`config.mk`:
```
export PLATFORM = sky130hd
export DESIGN_NAME = lw_bridge_reg_slave
export DESIGN_NICKNAME = d
export VERILOG_FILES = /design/src/rtl/lw_bridge_reg_pkg.sv /design/src/rtl/lw_bridge_sync_fifo.sv /design/src/rtl/lw_bridge_reg_slave.sv
export SDC_FILE = /design/constraint.sdc
export NUM_CORES = 1
export LEC_CHECK = 0
export BUFFER_PORTS_ARGS = -buffer_cell sky130_fd_sc_hd__buf_4
export CORE_UTILIZATION = 46
export CTS_BUF_LIST = sky130_fd_sc_hd__clkbuf_4
export CTS_CLUSTER_SIZE = 24
export DETAILED_ROUTE_END_ITERATION = 7
export HOLD_SLACK_MARGIN = 0.1
export PLACE_DENSITY = 0.68
export SYNTH_ARGS = -nofsm -noshare
export SYNTH_HDL_FRONTEND = slang
export SYNTH_SLANG_ARGS = --single-unit
```
`constraint.sdc`:
```
create_clock -name clk100_clk -period 4.85 [get_ports clk100_clk]
set_input_delay 0.485 -clock clk100_clk [delete_from_list [all_inputs] [get_ports clk100_clk]]
set_output_delay 0.485 -clock clk100_clk [all_outputs]
set_load 0.03 [all_outputs]
```
`src/rtl/lw_bridge_reg_pkg.sv`:
```
// Shared register map, TXSTAT bit positions and helpers for the lightweight-bridge register slave.
package lw_bridge_reg_pkg;

  // Word index decoded from avs_address[4:2].
  typedef enum logic [2:0] {
    REG_ID       = 3'd0,
    REG_SCRATCH  = 3'd1,
    REG_IRQ_PEND = 3'd2,
    REG_IRQ_EN   = 3'd3,
    REG_GP_OUT   = 3'd4,
    REG_GP_IN    = 3'd5,
    REG_TXDATA   = 3'd6,
    REG_TXSTAT   = 3'd7
  } reg_idx_e;

  localparam int TXSTAT_FULL  = 8;
  localparam int TXSTAT_EMPTY = 9;
  localparam int TXSTAT_OVF   = 16;
  localparam int TXSTAT_DERR  = 17;

  localparam logic [31:0] ID_DEFAULT = 32'h504C_4B31;

  // Byte-lane merge used by every RW register.
  function automatic logic [31:0] be_merge(input logic [31:0] old_val,
                                           input logic [31:0] new_val,
                                           input logic [3:0]  be);
    logic [31:0] merged;
    for (int i = 0; i < 4; i++) begin
      merged[8*i +: 8] = be[i] ? new_val[8*i +: 8] : old_val[8*i +: 8];
    end
    return merged;
  endfunction

endpackage

```
`src/rtl/lw_bridge_sync_fifo.sv`:
```
// Single-clock show-ahead FIFO: power-of-2 depth, wrapping pointers and an explicit level counter.
module lw_bridge_sync_fifo #(
  parameter int DEPTH = 8,
  parameter int WIDTH = 32,
  localparam int PTR_W = $clog2(DEPTH),
  localparam int LVL_W = $clog2(DEPTH) + 1
) (
  input  logic             clk,
  input  logic             srst,
  input  logic             push,
  input  logic [WIDTH-1:0] push_data,
  input  logic             pop,
  output logic [WIDTH-1:0] head,
  output logic             full,
  output logic             empty,
  output logic [LVL_W-1:0] level,
  output logic             overflow
);

  logic [WIDTH-1:0] mem [DEPTH];
  logic [PTR_W-1:0] wr_ptr_reg;
  logic [PTR_W-1:0] rd_ptr_reg;
  logic [LVL_W-1:0] level_reg;
  logic             wr_en;
  logic             rd_en;

  assign full     = (level_reg == LVL_W'(DEPTH));
  assign empty    = (level_reg == '0);
  assign level    = level_reg;
  assign wr_en    = push & ~full;
  assign rd_en    = pop & ~empty;
  assign overflow = push & full;
  assign head     = mem[rd_ptr_reg];

  always_ff @(posedge clk) begin
    if (wr_en) begin
      mem[wr_ptr_reg] <= push_data;
    end
  end

  // Pointers wrap naturally because DEPTH is a power of two.
  always_ff @(posedge clk) begin
    if (srst) begin
      wr_ptr_reg <= '0;
      rd_ptr_reg <= '0;
      level_reg  <= '0;
    end else begin
      if (wr_en) wr_ptr_reg <= wr_ptr_reg + 1'b1;
      if (rd_en) rd_ptr_reg <= rd_ptr_reg + 1'b1;
      case ({wr_en, rd_en})
        2'b10:   level_reg <= level_reg + 1'b1;
        2'b01:   level_reg <= level_reg - 1'b1;
        default: level_reg <= level_reg;
      endcase
    end
  end

endmodule

```
`src/rtl/lw_bridge_reg_slave.sv`:
```
// Avalon-MM register slave behind the HPS lightweight bridge: ID/scratch/GP registers,
// edge-triggered IRQ controller and a TX FIFO drained over a valid/ready stream.
module lw_bridge_reg_slave
  import lw_bridge_reg_pkg::*;
#(
  parameter int          ADDR_W     = 18,
  parameter logic [31:0] ID_VALUE   = ID_DEFAULT,
  parameter int          NUM_IRQ    = 8,
  parameter int          FIFO_DEPTH = 8
) (
  input  logic              clk100_clk,
  input  logic              reset_clk100_reset,
  input  logic [ADDR_W-1:0] avs_address,
  input  logic              avs_read,
  input  logic              avs_write,
  input  logic [31:0]       avs_writedata,
  input  logic [3:0]        avs_byteenable,
  input  logic              avs_burstcount,
  input  logic              avs_debugaccess,
  output logic              avs_waitrequest,
  output logic [31:0]       avs_readdata,
  output logic              avs_readdatavalid,
  input  logic [NUM_IRQ-1:0] irq_src_i,
  output logic              irq_o,
  input  logic [31:0]       gp_in,
  output logic [31:0]       gp_out,
  output logic [31:0]       tx_data,
  output logic              tx_valid,
  input  logic              tx_ready
);

  localparam int LVL_W = $clog2(FIFO_DEPTH) + 1;

  logic clk;
  logic srst;
  assign clk  = clk100_clk;
  assign srst = reset_clk100_reset;

  logic unused_ok;
  assign unused_ok = ^{avs_burstcount, avs_debugaccess, avs_address[1:0]};

  logic [31:0]        scratch_reg;
  logic [31:0]        gp_out_reg;
  logic [31:0]        gp_meta_reg;
  logic [31:0]        gp_sync_reg;
  logic [NUM_IRQ-1:0] pend_reg;
  logic [NUM_IRQ-1:0] en_reg;
  logic [NUM_IRQ-1:0] src_prev_reg;
  logic               irq_reg;
  logic               ovf_reg;
  logic               derr_reg;
  logic [31:0]        readdata_reg;
  logic               rdv_reg;

  logic [31:0]        fifo_head;
  logic               fifo_full;
  logic               fifo_empty;
  logic [LVL_W-1:0]   fifo_level;
  logic               fifo_ovf;
  logic               fifo_pop;

  reg_idx_e idx;
  logic     in_map;
  logic     tx_hit;
  logic     wr_acc;
  logic     rd_acc;
  logic     illegal;

  assign idx     = reg_idx_e'(avs_address[4:2]);
  assign in_map  = (avs_address[ADDR_W-1:5] == '0);
  assign tx_hit  = in_map & (idx == REG_TXDATA);

  // Full is the registered flag, so a pop in the same cycle does not release the stall.
  assign avs_waitrequest = srst | (avs_write & tx_hit & fifo_full);
  assign wr_acc  = avs_write & ~avs_waitrequest;
  assign rd_acc  = avs_read & ~avs_write & ~avs_waitrequest;
  assign illegal = avs_read & avs_write & ~avs_waitrequest;

  logic wr_scratch, wr_pend, wr_en_sel, wr_gp, wr_tx, wr_stat;
  assign wr_scratch = wr_acc & in_map & (idx == REG_SCRATCH);
  assign wr_pend    = wr_acc & in_map & (idx == REG_IRQ_PEND);
  assign wr_en_sel  = wr_acc & in_map & (idx == REG_IRQ_EN);
  assign wr_gp      = wr_acc & in_map & (idx == REG_GP_OUT);
  assign wr_tx      = wr_acc & tx_hit;
  assign wr_stat    = wr_acc & in_map & (idx == REG_TXSTAT);

  logic [NUM_IRQ-1:0] rise;
  logic [NUM_IRQ-1:0] pend_next;
  logic               derr_set;
  logic               derr_next;
  logic               ovf_next;

  for (genvar gi = 0; gi < NUM_IRQ; gi++) begin : g_irq_edge
    assign rise[gi] = irq_src_i[gi] & ~src_prev_reg[gi];
  end

  // A fresh edge beats a same-cycle W1C on the same bit.
  assign pend_next = (pend_reg & ~(wr_pend ? avs_writedata[NUM_IRQ-1:0] : '0)) | rise;
  assign derr_set  = ((rd_acc | wr_acc) & ~in_map) | illegal;
  assign derr_next = derr_set | (derr_reg & ~(wr_stat & avs_writedata[TXSTAT_DERR]));
  assign ovf_next  = fifo_ovf | (ovf_reg & ~(wr_stat & avs_writedata[TXSTAT_OVF]));

  logic [31:0] rd_data;
  always_comb begin
    rd_data = '0;
    if (in_map) begin
      case (idx)
        REG_ID:       rd_data = ID_VALUE;
        REG_SCRATCH:  rd_data = scratch_reg;
        REG_IRQ_PEND: rd_data = 32'(pend_reg);
        REG_IRQ_EN:   rd_data = 32'(en_reg);
        REG_GP_OUT:   rd_data = gp_out_reg;
        REG_GP_IN:    rd_data = gp_sync_reg;
        REG_TXDATA:   rd_data = '0;
        REG_TXSTAT: begin
          rd_data[7:0]         = 8'(fifo_level);
          rd_data[TXSTAT_FULL]  = fifo_full;
          rd_data[TXSTAT_EMPTY] = fifo_empty;
          rd_data[TXSTAT_OVF]   = ovf_reg;
          rd_data[TXSTAT_DERR]  = derr_reg;
        end
        default:      rd_data = '0;
      endcase
    end
  end

  always_ff @(posedge clk) begin
    if (srst) begin
      scratch_reg  <= '0;
      gp_out_reg   <= '0;
      gp_meta_reg  <= '0;
      gp_sync_reg  <= '0;
      pend_reg     <= '0;
      en_reg       <= '0;
      src_prev_reg <= '0;
      irq_reg      <= 1'b0;
      ovf_reg      <= 1'b0;
      derr_reg     <= 1'b0;
      readdata_reg <= '0;
      rdv_reg      <= 1'b0;
    end else begin
      if (wr_scratch) scratch_reg <= be_merge(scratch_reg, avs_writedata, avs_byteenable);
      if (wr_gp)      gp_out_reg  <= be_merge(gp_out_reg, avs_writedata, avs_byteenable);
      if (wr_en_sel)  en_reg      <= NUM_IRQ'(be_merge(32'(en_reg), avs_writedata, avs_byteenable));
      gp_meta_reg  <= gp_in;
      gp_sync_reg  <= gp_meta_reg;
      src_prev_reg <= irq_src_i;
      pend_reg     <= pend_next;
      irq_reg      <= |(pend_reg & en_reg);
      ovf_reg      <= ovf_next;
      derr_reg     <= derr_next;
      rdv_reg      <= rd_acc;
      if (rd_acc) readdata_reg <= rd_data;
    end
  end

  lw_bridge_sync_fifo #(
    .DEPTH(FIFO_DEPTH),
    .WIDTH(32)
  ) u_tx_fifo (
    .clk      (clk),
    .srst     (srst),
    .push     (wr_tx),
    .push_data(avs_writedata),
    .pop      (fifo_pop),
    .head     (fifo_head),
    .full     (fifo_full),
    .empty    (fifo_empty),
    .level    (fifo_level),
    .overflow (fifo_ovf)
  );

  // Outputs are forced low while reset is high, even before the first reset edge.
  assign tx_valid          = ~fifo_empty & ~srst;
  assign fifo_pop          = tx_valid & tx_ready;
  assign tx_data           = fifo_head & {32{~srst}};
  assign avs_readdatavalid = rdv_reg & ~srst;
  assign avs_readdata      = readdata_reg & {32{~srst}};
  assign irq_o             = irq_reg & ~srst;
  assign gp_out            = gp_out_reg & {32{~srst}};

endmodule

```
==> flow_summary.ini <==
[outcome]
status = completed

[place]
dp_hpwl_um = 26100
finalWeightedCongestion = 0.815
dpl-instance-area_um2 = 20000
io_buffers = 196

[cells_and_area]
largest_reg_flops = 256
top_register = u_tx_fifo.mem
finalNetCount = 1728
drive_above_1_share_pct = 28.5
areaGrowthSynthToFinish_pct = 23.2
fin_util_pct = 57.4
stdcell_area_um2 = 22100

[yosys]
async_reset_ff_share_pct = 0
yosys.area.top_type_share_pct = 42.8
yosys_warnings = 0
synth_area_per_cell_um2 = 13.9
syn_area_um2 = 18000
ys_seq_area_share_pct = 65.1
synth_nets = 1403
synth_top_cell_by_area = edfxtp_1
synth_edf_count = 256
yosys-top-cells-area = edfxtp_1 (43%), dfxtp_1 (22%), mux4_2 (8.3%)
yosys_most_used_dff = edfxtp_1
synth.distinct_cells = 61
syn_inst = 1297
synth_seq_cells = 457

[clock_tree]
cts_tree = done
post-cts-setup-buffers = 0
cts_root_buf = clkbuf_4
cts_buffers = 110
clk_pin_slew_ns = 0.07
h-tree-depth = 3
cts.sinks = 457
clk_path_buf_depth = 3
cts_resized = 0
clock_latency_ns = 0.78

[drt]
vias_per_cell = 5.17
post_drt_wl_per_cell_um = 19.4
first_iter_violations = 700
vias = 11500
drtAntennaViolNets = 0
drtPass1Iterations = 5
post-route-drc-count = 0
routed_wl_um = 43400

[die]
io_pins = 201
row_count = 72
initial_utilization_pct = 46.6
die_h_um = 200
dieArea_um2 = 39900
die_w_um = 200
core_um2 = 38600

[power]
ir_worst_vdd_mv = 0.172
p_int_w = 0.00589
power.share.switching_pct = 22.5
powerDensity_nw_per_um2 = 343
combPwrFrac_pct = 4.6
switchingPower_w = 0.00171
seqPwrFrac_pct = 54.3
p_leak_nw = 8.27
total_power_w = 0.00760
pwr-share-clk_pct = 41.0

[critical_path]
worst-path-buf-inv = 2
worstSetupStartpointType = register
end_kind = output port
critPathMaxFanout = 32
r2r_start = u_tx_fifo.level[1]$_SDFFE_PP0P_
path_cells = buf_4, mux4_2, mux2i_1, nor2_1, buf_4
path_delay_family = flip-flops
crit_arrival_ns = 2.93
slowest_stage = dfxtp_2
cpMostUsedCell = buf_4
critPathMaxStageDelay_ns = 0.91
critPathRequiredTime_ns = 4.37
critical_path_class = register to output port

[global_routing]
grt_antenna_before_repair = 2
grt_pass1_vias = 11700
grt_usage_pct = 22.0
grt_max_degree = 71
grt_pass1_wl_um = 66000
grt_overflow_total = 0

[sta]
period_minus_slack_ns = 3.42
maxSlewHeadroom_pct = 27.2
drv_slew = 0
setup_viol = 0
min_period_over_period_pct = 70.5
hold_viol_final = 0
fmax_mhz = 292
hold_ws_ns = 0.163
clock_skew_ns = 0.0312
worstMarginPinSlew_ns = 1.09
rsz0062_at_grt = no
fin_setup_tns_ns = 0

[worst_hold_path]
hold_class = primary input to register
min_from = tx_ready

[job]
cap_violations = 0
## per-layer routing
layer,track usage [%],share of wire [%]
met2,34.3,47
met5,0,0
met4,6.64,1.6
met3,4.98,6.2
met1,30.8,45
## through the flow
| step | cells | setup slack [ns] |
|---|---|---|
| 2_1_floorplan | 1297 | 0.694 |
| 5_1_grt | 2234 | 1.19 |
| 4_1_cts | 2232 | 1.34 |
| 3_5_place_dp | 1954 | 1.58 |
| 6_report | 2234 | 1.43 |
| 3_3_place_gp | 1954 | 1.64 |
## cells in the mapped netlist, drive strengths merged, types with 6 or more instances
library cell / n
edfxtp: 256
dfxtp: 201
nand2: 152
mux2i: 128
nor2b: 116
mux4: 66
nor2: 63
inv: 48
buf: 41
o21ai: 39
clkbuf: 38
a21oi: 18
nand4: 15
nor3: 13
mux2: 9
a32o: 8
o22ai: 7
a221oi: 6
nand2b: 6
## cells by family after synthesis
logic type	count (synthesis)	share of synthesized area (%)
DFF	457	65.1
and+or+nand+nor	391	11.3
muxes	203	16.0
buffers and inverters	128	3.01
AOI/OAI and AO/OA	108	3.95
xor gates and xnor gates	5	0.244
adders and majority gates	5	0.348
## power by group through the flow
stage | sequential (W) | combinational, W | clock [W]
after global placement | 0.00422 | 0.000296 | 0
after CTS | 0.00413 | 0.000353 | 0.00319
after detailed placement | 0.00422 | 0.000302 | 0
final | 0.00413 | 0.000353 | 0.00312
after global routing | 0.00413 | 0.000378 | 0.00342
after floorplan | 0.00421 | 0.000142 | 0
## worst reg2reg max path, stage by stage (launching register included)
cell     delay, ns
dfxtp_1       0.51
nor4b_2       0.14
nor3_1        0.40
nand2_2       0.23
ha_1          0.32
xor2_1        0.17
ha_1          0.19
a21oi_1       0.17
xor2_1        0.11
or3_1         0.31
a21oi_1       0.14
## placed cells by master (no fill, tap or decap), types with 3 or more instances in the layout
cell type      instances
o21ai_0               23
and3_1                 4
nor2b_1              116
nor2_1                60
o22ai_1                7
ha_1                   5
a211oi_1               3
dlygate4sd3_1         74
nor3_4                 4
clkinv_1              32
nand2b_1               6
nor3_1                 5
a221oi_1               6
buf_4                216
nand3_1                4
o21ai_1               16
inv_1                 47
mux4_2                66
clkbuf_4             167
mux2_2                 7
a32o_1                 8
xor2_1                 3
nand2_1              150
nor3_2                 4
nand4_1               13
a22oi_1                4
nor3b_1                3
a21oi_1               18
dfxtp_1              198
edfxtp_1             256
nor2_2                 3
nor4_4                 4
mux2i_1              128
## what timing repair did
item | CTS | global route
hold buffers | 74 | 0
setup endpoints to repair | 0 | 0
hold endpoints to repair | 363 | 0
## final cells by class
type	instances	area, um2
inverter	49	185
timing repair buffer	292	2390
antenna	2	5.00
clock inverter	37	176
clock buffer	167	1250
sequential	457	11700
multi-input combinational	712	5770
tap	518	648
fill	3246	16400
## path summary, 6_finish.rpt
check	end	slack (ns)	depth (start not counted)
hold / removal	register	0.16	5
setup reg to reg	u_tx_fifo.level[2]$_SDFFE_PP0P_	2.09	10
setup / recovery	tx_data[12]	1.43	5
hold reg to reg	gp_sync_reg[22]$_SDFF_PP0_	0.44	1
(Power assumes the default switching activity.)
